`config.mk`:
```
export PLATFORM = sky130hd
export DESIGN_NAME = freq_counter_multi
export DESIGN_NICKNAME = d
export VERILOG_FILES = /design/src/rtl/freq_counter_multi.sv
export SDC_FILE = /design/constraint.sdc
export NUM_CORES = 2
export LEC_CHECK = 0
export ABC_CLOCK_PERIOD_IN_PS = 3560
export BUFFER_PORTS_ARGS = -buffer_cell sky130_fd_sc_hd__buf_2
export CORE_UTILIZATION = 45
export DETAILED_ROUTE_END_ITERATION = 10
export SKIP_CTS_REPAIR_TIMING = 1
export SYNTH_ARGS = -nofsm -noshare
export SYNTH_HDL_FRONTEND = slang
export SYNTH_SLANG_ARGS = --single-unit
export TNS_END_PERCENT = 10
```
`constraint.sdc`:
```
create_clock -name CLK -period 3.56 [get_ports CLK]
set_input_delay 1.068 -clock CLK [delete_from_list [all_inputs] [get_ports CLK]]
set_output_delay 1.068 -clock CLK [all_outputs]
set_load 0.1 [all_outputs]
```
`src/rtl/freq_counter_multi.sv`:
```
// freq_counter_multi: measures high time, low time and period (in CLK cycles)
// of NUM_CH asynchronous square-wave inputs, with per-channel synchronisers,
// saturating counters, overflow flags and a stale-input timeout.
// Optional block averaging over 2^AVG_LOG2 measurements: define FREQ_COUNTER_AVG_EN.
//
// Channel FSM
//   state   | meaning
//   --------+--------------------------------------------------------------
//   ST_IDLE | no measurement in progress, counters held at 0, waiting for rise
//   ST_HIGH | input high, hi_cnt counting
//   ST_LOW  | input low, lo_cnt counting; next rise completes a measurement
module freq_counter_multi #(
  parameter int NUM_CH         = 4,
  parameter int COUNT_WIDTH    = 32,
  parameter int SYNC_STAGES    = 2,
  parameter int TIMEOUT_CYCLES = 50_000_000,
  parameter int AVG_LOG2       = 2
) (
  input  logic                          CLK,
  input  logic                          RST_N,
  input  logic [NUM_CH-1:0]             FREQ_IN,
  output logic [NUM_CH*COUNT_WIDTH-1:0] TIME_HIGH,
  output logic [NUM_CH*COUNT_WIDTH-1:0] TIME_LOW,
  output logic [NUM_CH*COUNT_WIDTH-1:0] PERIOD,
  output logic [NUM_CH-1:0]             VALID,
  output logic [NUM_CH-1:0]             OVF,
  output logic [NUM_CH-1:0]             STALE
);

  // A single-flop synchroniser is never safe, so fewer than two stages is promoted to two.
  localparam int SS = (SYNC_STAGES < 2) ? 2 : SYNC_STAGES;
  localparam int CW = COUNT_WIDTH;
  localparam int IW = $clog2(TIMEOUT_CYCLES + 1);

  localparam logic [CW-1:0] CNT_MAX    = '1;
  localparam logic [CW-1:0] CNT_ONE    = CW'(1);
  localparam logic [IW-1:0] IDLE_LIMIT = IW'(TIMEOUT_CYCLES);
  localparam logic [IW-1:0] IDLE_LAST  = IW'(TIMEOUT_CYCLES - 1);
  localparam logic [IW-1:0] IDLE_ONE   = IW'(1);

  typedef enum logic [1:0] {ST_IDLE, ST_HIGH, ST_LOW} state_t;

  for (genvar i = 0; i < NUM_CH; i++) begin : g_ch
    logic [SS-1:0]  sync_q;
    logic           s_prev_q;
    logic           rise, fall, timeout;
    state_t         state_q, state_d;
    logic           meas_done;
    logic [CW-1:0]  hi_cnt_q, lo_cnt_q, hi_shadow_q;
    logic           meas_ovf_q;
    logic [IW-1:0]  idle_cnt_q;
    logic [CW:0]    sum_full;
    logic [CW-1:0]  per_sat;
    logic           m_ovf;
    logic [CW-1:0]  th_q, tl_q, per_q;
    logic           valid_q, ovf_q, stale_q;

    assign rise    = sync_q[SS-1] & ~s_prev_q;
    assign fall    = ~sync_q[SS-1] & s_prev_q;
    // An edge always beats the timeout in the same cycle.
    assign timeout = ~rise & ~fall & (idle_cnt_q == IDLE_LAST);

    // Measurement of the completed period, valid when meas_done is high.
    assign sum_full = {1'b0, hi_shadow_q} + {1'b0, lo_cnt_q};
    assign per_sat  = sum_full[CW] ? CNT_MAX : sum_full[CW-1:0];
    assign m_ovf    = meas_ovf_q | sum_full[CW];

    // Input synchroniser and edge-detect history.
    always_ff @(posedge CLK) begin
      if (!RST_N) begin
        sync_q   <= '0;
        s_prev_q <= 1'b0;
      end else begin
        sync_q   <= {sync_q[SS-2:0], FREQ_IN[i]};
        s_prev_q <= sync_q[SS-1];
      end
    end

    // Idle counter: cleared on any edge, saturates at the limit so it fires once.
    always_ff @(posedge CLK) begin
      if (!RST_N) begin
        idle_cnt_q <= '0;
      end else if (rise || fall) begin
        idle_cnt_q <= '0;
      end else if (idle_cnt_q != IDLE_LIMIT) begin
        idle_cnt_q <= idle_cnt_q + IDLE_ONE;
      end
    end

    // FSM state register.
    always_ff @(posedge CLK) begin
      if (!RST_N) state_q <= ST_IDLE;
      else        state_q <= state_d;
    end

    // FSM next state; meas_done marks the rise that closes a full period.
    always_comb begin
      state_d   = state_q;
      meas_done = 1'b0;
      case (state_q)
        ST_IDLE: if (rise) state_d = ST_HIGH;
        ST_HIGH: if (fall) state_d = ST_LOW;
        ST_LOW: begin
          if (rise) begin
            state_d   = ST_HIGH;
            meas_done = 1'b1;
          end
        end
        default: state_d = ST_IDLE;
      endcase
      if (timeout) state_d = ST_IDLE;
    end

    // Saturating high/low counters; meas_ovf_q remembers any blocked increment.
    always_ff @(posedge CLK) begin
      if (!RST_N) begin
        hi_cnt_q    <= '0;
        lo_cnt_q    <= '0;
        hi_shadow_q <= '0;
        meas_ovf_q  <= 1'b0;
      end else if (timeout) begin
        hi_cnt_q    <= '0;
        lo_cnt_q    <= '0;
        hi_shadow_q <= '0;
        meas_ovf_q  <= 1'b0;
      end else begin
        case (state_q)
          ST_IDLE: begin
            hi_cnt_q   <= rise ? CNT_ONE : '0;
            lo_cnt_q   <= '0;
            meas_ovf_q <= 1'b0;
          end
          ST_HIGH: begin
            if (fall) begin
              hi_shadow_q <= hi_cnt_q;
              lo_cnt_q    <= CNT_ONE;
            end else if (hi_cnt_q == CNT_MAX) begin
              meas_ovf_q <= 1'b1;
            end else begin
              hi_cnt_q <= hi_cnt_q + CNT_ONE;
            end
          end
          ST_LOW: begin
            if (rise) begin
              hi_cnt_q   <= CNT_ONE;
              meas_ovf_q <= 1'b0;
            end else if (lo_cnt_q == CNT_MAX) begin
              meas_ovf_q <= 1'b1;
            end else begin
              lo_cnt_q <= lo_cnt_q + CNT_ONE;
            end
          end
          default: ;
        endcase
      end
    end

`ifdef FREQ_COUNTER_AVG_EN
    localparam int AW = CW + AVG_LOG2;
    localparam int WW = AVG_LOG2 + 1;
    localparam logic [WW-1:0] WIN_LAST = WW'((1 << AVG_LOG2) - 1);
    localparam logic [WW-1:0] WIN_ONE  = WW'(1);

    logic [AW-1:0] acc_hi_q, acc_lo_q, acc_per_q;
    logic [AW-1:0] nx_hi, nx_lo, nx_per;
    logic [WW-1:0] win_q;
    logic          acc_ovf_q;

    assign nx_hi  = acc_hi_q  + AW'(hi_shadow_q);
    assign nx_lo  = acc_lo_q  + AW'(lo_cnt_q);
    assign nx_per = acc_per_q + AW'(per_sat);

    // Window accumulation; one result per 2^AVG_LOG2 measurements, timeout drops the window.
    always_ff @(posedge CLK) begin
      if (!RST_N) begin
        acc_hi_q  <= '0;
        acc_lo_q  <= '0;
        acc_per_q <= '0;
        win_q     <= '0;
        acc_ovf_q <= 1'b0;
        th_q      <= '0;
        tl_q      <= '0;
        per_q     <= '0;
        valid_q   <= 1'b0;
        ovf_q     <= 1'b0;
        stale_q   <= 1'b0;
      end else begin
        valid_q <= 1'b0;
        if (timeout) begin
          acc_hi_q  <= '0;
          acc_lo_q  <= '0;
          acc_per_q <= '0;
          win_q     <= '0;
          acc_ovf_q <= 1'b0;
          th_q      <= '0;
          tl_q      <= '0;
          per_q     <= '0;
          stale_q   <= 1'b1;
        end else if (meas_done) begin
          if (win_q == WIN_LAST) begin
            th_q      <= CW'(nx_hi >> AVG_LOG2);
            tl_q      <= CW'(nx_lo >> AVG_LOG2);
            per_q     <= CW'(nx_per >> AVG_LOG2);
            valid_q   <= 1'b1;
            ovf_q     <= acc_ovf_q | m_ovf;
            stale_q   <= 1'b0;
            acc_hi_q  <= '0;
            acc_lo_q  <= '0;
            acc_per_q <= '0;
            win_q     <= '0;
            acc_ovf_q <= 1'b0;
          end else begin
            acc_hi_q  <= nx_hi;
            acc_lo_q  <= nx_lo;
            acc_per_q <= nx_per;
            win_q     <= win_q + WIN_ONE;
            acc_ovf_q <= acc_ovf_q | m_ovf;
          end
        end
      end
    end
`else
    // Result registers: every completed period is reported on its own.
    always_ff @(posedge CLK) begin
      if (!RST_N) begin
        th_q    <= '0;
        tl_q    <= '0;
        per_q   <= '0;
        valid_q <= 1'b0;
        ovf_q   <= 1'b0;
        stale_q <= 1'b0;
      end else begin
        valid_q <= 1'b0;
        if (meas_done) begin
          th_q    <= hi_shadow_q;
          tl_q    <= lo_cnt_q;
          per_q   <= per_sat;
          valid_q <= 1'b1;
          ovf_q   <= m_ovf;
          stale_q <= 1'b0;
        end else if (timeout) begin
          th_q    <= '0;
          tl_q    <= '0;
          per_q   <= '0;
          stale_q <= 1'b1;
        end
      end
    end
`endif

    assign TIME_HIGH[i*CW +: CW] = th_q;
    assign TIME_LOW[i*CW +: CW]  = tl_q;
    assign PERIOD[i*CW +: CW]    = per_q;
    assign VALID[i]              = valid_q;
    assign OVF[i]                = ovf_q;
    assign STALE[i]              = stale_q;
  end

endmodule

```
[Word level (Yosys, flattened, before mapping)]
Index checks and enable logic that the tools add are counted.
Cells by class
  add/sub/neg operators: 16
  $mul: 0
  divide/modulo/power cells: 0
  $lt $le $gt $ge: 0
  equality and inequality tests: 60
  shift-type cells: 0
  muxes and demuxes: 100
  bitwise logic cells: 37
  reductions and logical operators: 52
Operators by type and width (count)
  32-bit 2-to-1 mux: 44
  32-bit one-hot mux with 3 select lines: 8
  32-bit by 1-bit adder with 32-bit output, second input constant: 8
  32-bit == test, second input constant: 8
  32-bit by 32-bit adder with 33-bit output: 4
  26-bit by 1-bit adder with 26-bit output, second input constant: 4
  26-bit == test, second input constant: 4
  26-bit inequality test, second input constant: 4
  2-bit inequality test, second input constant: 28
  4-bit AND reduction: 12
  1-bit 2-to-1 mux: 32
  2-bit OR reduction: 16
  1-bit inverter: 17
  1-bit AND: 16
  2-bit 2-to-1 mux: 8
  2-bit one-hot mux with 2 select lines: 4
  2-bit AND reduction: 8
  3-bit inequality test, second input constant: 4
  1-bit one-hot mux with 3 select lines: 4
  3-bit nonzero test: 4
  2-bit by 1-bit == test with 1-bit output, second input constant: 4
  2-bit == test, second input constant: 4
  2-bit zero test: 4
  2-bit by 1-bit inequality test with 1-bit output, second input constant: 4
  other kinds (3): 12
Word-level totals
  register bits after elaboration: 908
  latch bits: 0
  memory bits (writable): 0
  bits in read-only memories: 0
  input port bits: 6
  output and inout port bits: 396
  logic and storage cells: 321
  memories kept: 0

[Logic depth before layout (Yosys ltp)]
  word-level depth: 7
  mapped depth: 13
  mapped depth without buffers: 11

[Least setup slack after synthesis]
OpenSTA, ideal clock, no wires.
  kind: register -> register
  start: register g_ch[1].lo_cnt_q[0]
  end: register g_ch[1].per_q[26]
  setup time: 0.122 ns
  data arrival time: 2.796 ns
  required time: 3.438 ns
  path slack: 0.643 ns
  cell stages (with the launch flop): 12
  path buffers: 1
  period minus slack after synthesis: 2.917 ns
  cell sequence: dfxtp_1 > ha_1 > fa_1 > a21o_1 > a21oi_1 > o211ai_1 > a41oi_1 > o211ai_1 > a211oi_2 > o21ai_1 > buf_2 > o311a_1
Between the ends
  longest elaborated chain between the ends: 3
RTL lines
  start, declared: RTL line 49  | logic [CW-1:0] hi_cnt_q, lo_cnt_q, hi_shadow_q;
  start signal, assigned: RTL line 150  | lo_cnt_q <= lo_cnt_q + CNT_ONE;
  32-bit by 32-bit adder with 33-bit output: RTL line 64  | assign sum_full = {1'b0, hi_shadow_q} + {1'b0, lo_cnt_q};
  32-bit 2-to-1 mux: RTL line 65  | assign per_sat = sum_full[CW] ? CNT_MAX : sum_full[CW-1:0];
  32-bit 2-to-1 mux: RTL line 234  | if (meas_done) begin
  end signal, assigned: RTL line 237  | per_q <= per_sat;
  end, declared: RTL line 55  | logic [CW-1:0] th_q, tl_q, per_q;
Every way passes these cells.
A chain may end at the register's enable or synchronous reset.

[Final worst setup path]
  start: register g_ch[2].lo_cnt_q[0]
  end: register g_ch[2].per_q[30]
Between the ends
  longest elaborated chain between the ends: 3
RTL lines (RTL line)
  start, declared: 49
  start signal, assigned: 150
  32-bit by 32-bit adder with 33-bit output: 64
  32-bit 2-to-1 mux: 65
  32-bit 2-to-1 mux: 234
  end signal, assigned: 237
  end, declared: 55
Every way passes these cells.

==> reports/results.ini <==
[clock_network]
cts_made_buffers = 99
clk_latency_ns = 0.69
root_buffer = clkbuf_16
cts_tree = yes
path_clk_slew_ns = 0.06
htree_levels = 3
cts.sinks = 908
clock_path_buffers = 3

[synthesis]
syn_inst = 5099
synth_area_um2 = 42600
synth_top_family_by_area = simple AND/OR/NAND/NOR gates
synth_compound_area_share_pct = 21.5
yosysSeqAreaShare_pct = 42.6
synth_mux_area_share_pct = 0.384
avgSynthCellArea_um2 = 8.36
syn_nets = 5278
synth_seq_cells = 908
synth_edf_count = 0
synth_xor_area_share_pct = 5.05
ys_types = 97
async_flop_share_pct = 0
synth-simple-area-share_pct = 21.8
ys_warn_count = 0
synthFlopType = dfxtp_1
yosys.area_share.adder_pct = 5.15

[detailed_routing]
drc_errors = 0
postRouteAntennaNets = 0
first_pass_iters = 5
wl_per_cell_um = 19.1
vias = 38252
wl_um = 129000
via_per_inst = 5.64
drtIter0Drc = 3166

[power_and_ir_drop]
p_leak_nw = 21.2
p_per_area_nw_per_um2 = 432
peakVddDrop_v = 0.000313

[die]
die-area_um2 = 96000
initial_core_util_pct = 45.6
dieHeight_um = 310
dieWidth_um = 310
rows = 112
core_area_um2 = 93600
ioPinCount = 402

[run]
cap_violations = 0

[setup_path]
worst-path-buf-inv = 1
crit_path_top_delay_cell = fa_1
max_stage_delay_ns = 0.40
critical_path_peak_fanout = 6
worstSetupPathType = flip-flop to flip-flop
cp-end-kind = flip-flop
worstPathRequired_ns = 4.14
critPathTopFamily = compound AO/OA/AOI/OAI gates
worst_setup_path_start_kind = flip-flop
crit_arrival_ns = 3.93
path_cells = ha_1 > fa_1 > a21o_1 > a21oi_1 > o21ai_1 > a32oi_1 > buf_4 > o21ai_0 > a21oi_1 > o21ai_0 > mux2i_1 > a221o_1

[timing]
period_share_pct = 94.1
rsz0062_at_grt = false
fmax_ghz = 0.299
whs_ns = 0.431
drv_slew = 0
worst_slew_pin_slew_ns = 1.16
setup_viol = 0
clock_skew_ns = 0.0207
period_minus_slack_ns = 3.35
tns_ns = 0
finalHoldViolCount = 0
max_slew_margin_pct = 22.2

[finish]
n_antenna_cell = 0
area_growth_pct = 16.3
drive_above_1_share_pct = 13.5
fillers = 9086
nNetsFinal = 5624

[global_routing]
antenna_found_initial = 3
grt_pass1_wl_um = 199000
grt.overflow.total = 0
grt_max_degree = 99
grt_pass1_vias = 34723
grtUsageTotal_pct = 25.9

[placed_design]
dp_hpwl_um = 95000
gp_congestion = 0.930
port_buffers = 401

[outcome]
outcome = finished clean

[min_path]
hold_path_class = flip-flop to flip-flop

## power by group
| group | switching (mW) | internal [mW] | total (mW) | leakage (nW) |
|---|---|---|---|---|
| registers | 0.0231 | 10.2 | 10.2 | 7.31 |
| logic | 0.310 | 0.101 | 0.412 | 12.2 |
| clock network | 4.31 | 6.48 | 10.8 | 1.67 |
| total | 4.64 | 16.8 | 21.4 | 21.2 |
## kinds of logic (layout without fill, tap and decap cells)
group	after synthesis	count (layout)
flops	908	908
mux	16	16
fa+ha+maj	173	173
xor+xnor	246	246
compound gates	1430	1430
simple gates	1960	1960
buf+inv	366	790
## synthesized netlist by cell type (14+ instances only)
master	instances	area share [%]
ha_1	169	5.0
buf_4	14	0.25
inv_1	86	0.76
a22o_1	257	5.3
nand2b_1	29	0.43
a21o_1	93	1.6
nand4_1	89	1.3
nor4_1	23	0.34
and2_1	59	0.87
nand3_1	166	1.9
and4_1	24	0.49
xor2_1	138	2.8
dfxtp_1	908	43
or3_1	46	0.67
a31oi_1	57	0.84
xnor2_1	108	2.2
clkbuf_1	205	1.8
o211ai_1	14	0.25
o21bai_1	18	0.32
nor2b_1	31	0.45
o21ai_0	343	4.0
nand4b_1	15	0.31
nand3b_1	43	0.76
nand2_1	765	6.7
o31ai_1	20	0.35
o21ai_1	26	0.31
or4_1	18	0.32
and3_1	95	1.4
o311a_1	20	0.47
buf_2	38	0.45
buf_1	15	0.13
nor3_1	92	1.1
o21a_1	18	0.32
a211oi_1	24	0.42
nor2_1	412	3.6
a21oi_1	444	5.2
## path summary, 6_finish.rpt
path | endpoint | from | depth (start not counted) | slack [ns]
worst min-delay path | g_ch[3].per_q[15] | g_ch[3].per_q[15] | 2 | 0.43
worst max register to register | g_ch[2].per_q[30] | g_ch[2].lo_cnt_q[0] | 12 | 0.21
worst max-delay path | g_ch[2].per_q[30] | g_ch[2].lo_cnt_q[0] | 12 | 0.21
worst min register to register | g_ch[3].per_q[15] | g_ch[3].per_q[15] | 2 | 0.43
## cell usage in the layout, fill, tap and decap left out, types with 14 or more instances in the layout
cell       instances
nor2_1           411
xor2_1           138
a21o_1            93
o21ai_0          343
o21a_1            18
nor4_1            23
nand4_1           89
and4_1            24
clkbuf_1          23
nand4b_1          15
buf_4            113
o31ai_1           20
nor2b_1           31
o211ai_1          14
xnor2_1          108
and2_1            59
o311a_1           20
or3_1             46
nand3_1          166
a211oi_1          24
nand2b_1          29
clkbuf_16        101
a31oi_1           57
buf_2            400
clkinv_2          15
clkbuf_8          16
nor3_1            92
a21oi_1          440
ha_1             169
a22o_1           257
or4_1             18
inv_1             85
o21ai_1           25
nand3b_1          43
nand2_1          762
dfxtp_1          908
o21bai_1          18
and3_1            92
## registers in the layout, summed over array words and instances (netlist names), 8 cells and up
signal,count
g_ch.hi_cnt_q,128
g_ch.hi_shadow_q,128
g_ch.idle_cnt_q,104
g_ch.lo_cnt_q,128
g_ch.per_q,128
g_ch.state_q,8
g_ch.sync_q,8
g_ch.th_q,128
g_ch.tl_q,128
## metal layers
metal / GRT usage (%) / wire length, µm / up-vias
li1: - / - / 18917
met1: 37.5 / 61800 / 18030
met2: 39.4 / 56300 / 1116
met3: 3.91 / 7960 / 185
met4: 8.04 / 3270 / 4
met5: 0 / 27 / -
## stage by stage
step	cells	area (µm²)	util (%)	total power [mW]	setup slack (ns)
after floorplan	5099	42600	-	10.7	0.643
after global placement	6597	46200	49.3	10.8	0.171
after CTS	6776	49600	53.0	21.6	0.0960
after global routing	6777	49600	53.0	22.1	0.0155
final	6777	49600	53.0	21.4	0.211
after detailed placement	6597	46200	49.3	10.8	0.122
## layout make-up
type                            count  area (µm²)  area share (%)
Inverter                           87         327           0.658
Sequential cell                   908       18200            36.7
Tap cell                         1254        1570            3.16
Clock buffer                      140        2830            5.71
Clock inverter                     39         572            1.15
Multi-Input combinational cell   3825       23100            46.5
Timing Repair Buffer              524        3060            6.17
## worst register-to-register path, stage by stage (launching register included)
cell     delay, ns
dfxtp_1       0.35
ha_1          0.25
fa_1          0.40
a21o_1        0.19
a21oi_1       0.22
o21ai_1       0.13
a32oi_1       0.37
buf_4         0.19
o21ai_0       0.24
a21oi_1       0.32
o21ai_0       0.15
mux2i_1       0.16
a221o_1       0.26
No activity file was read; power rests on OpenSTA's default activity.
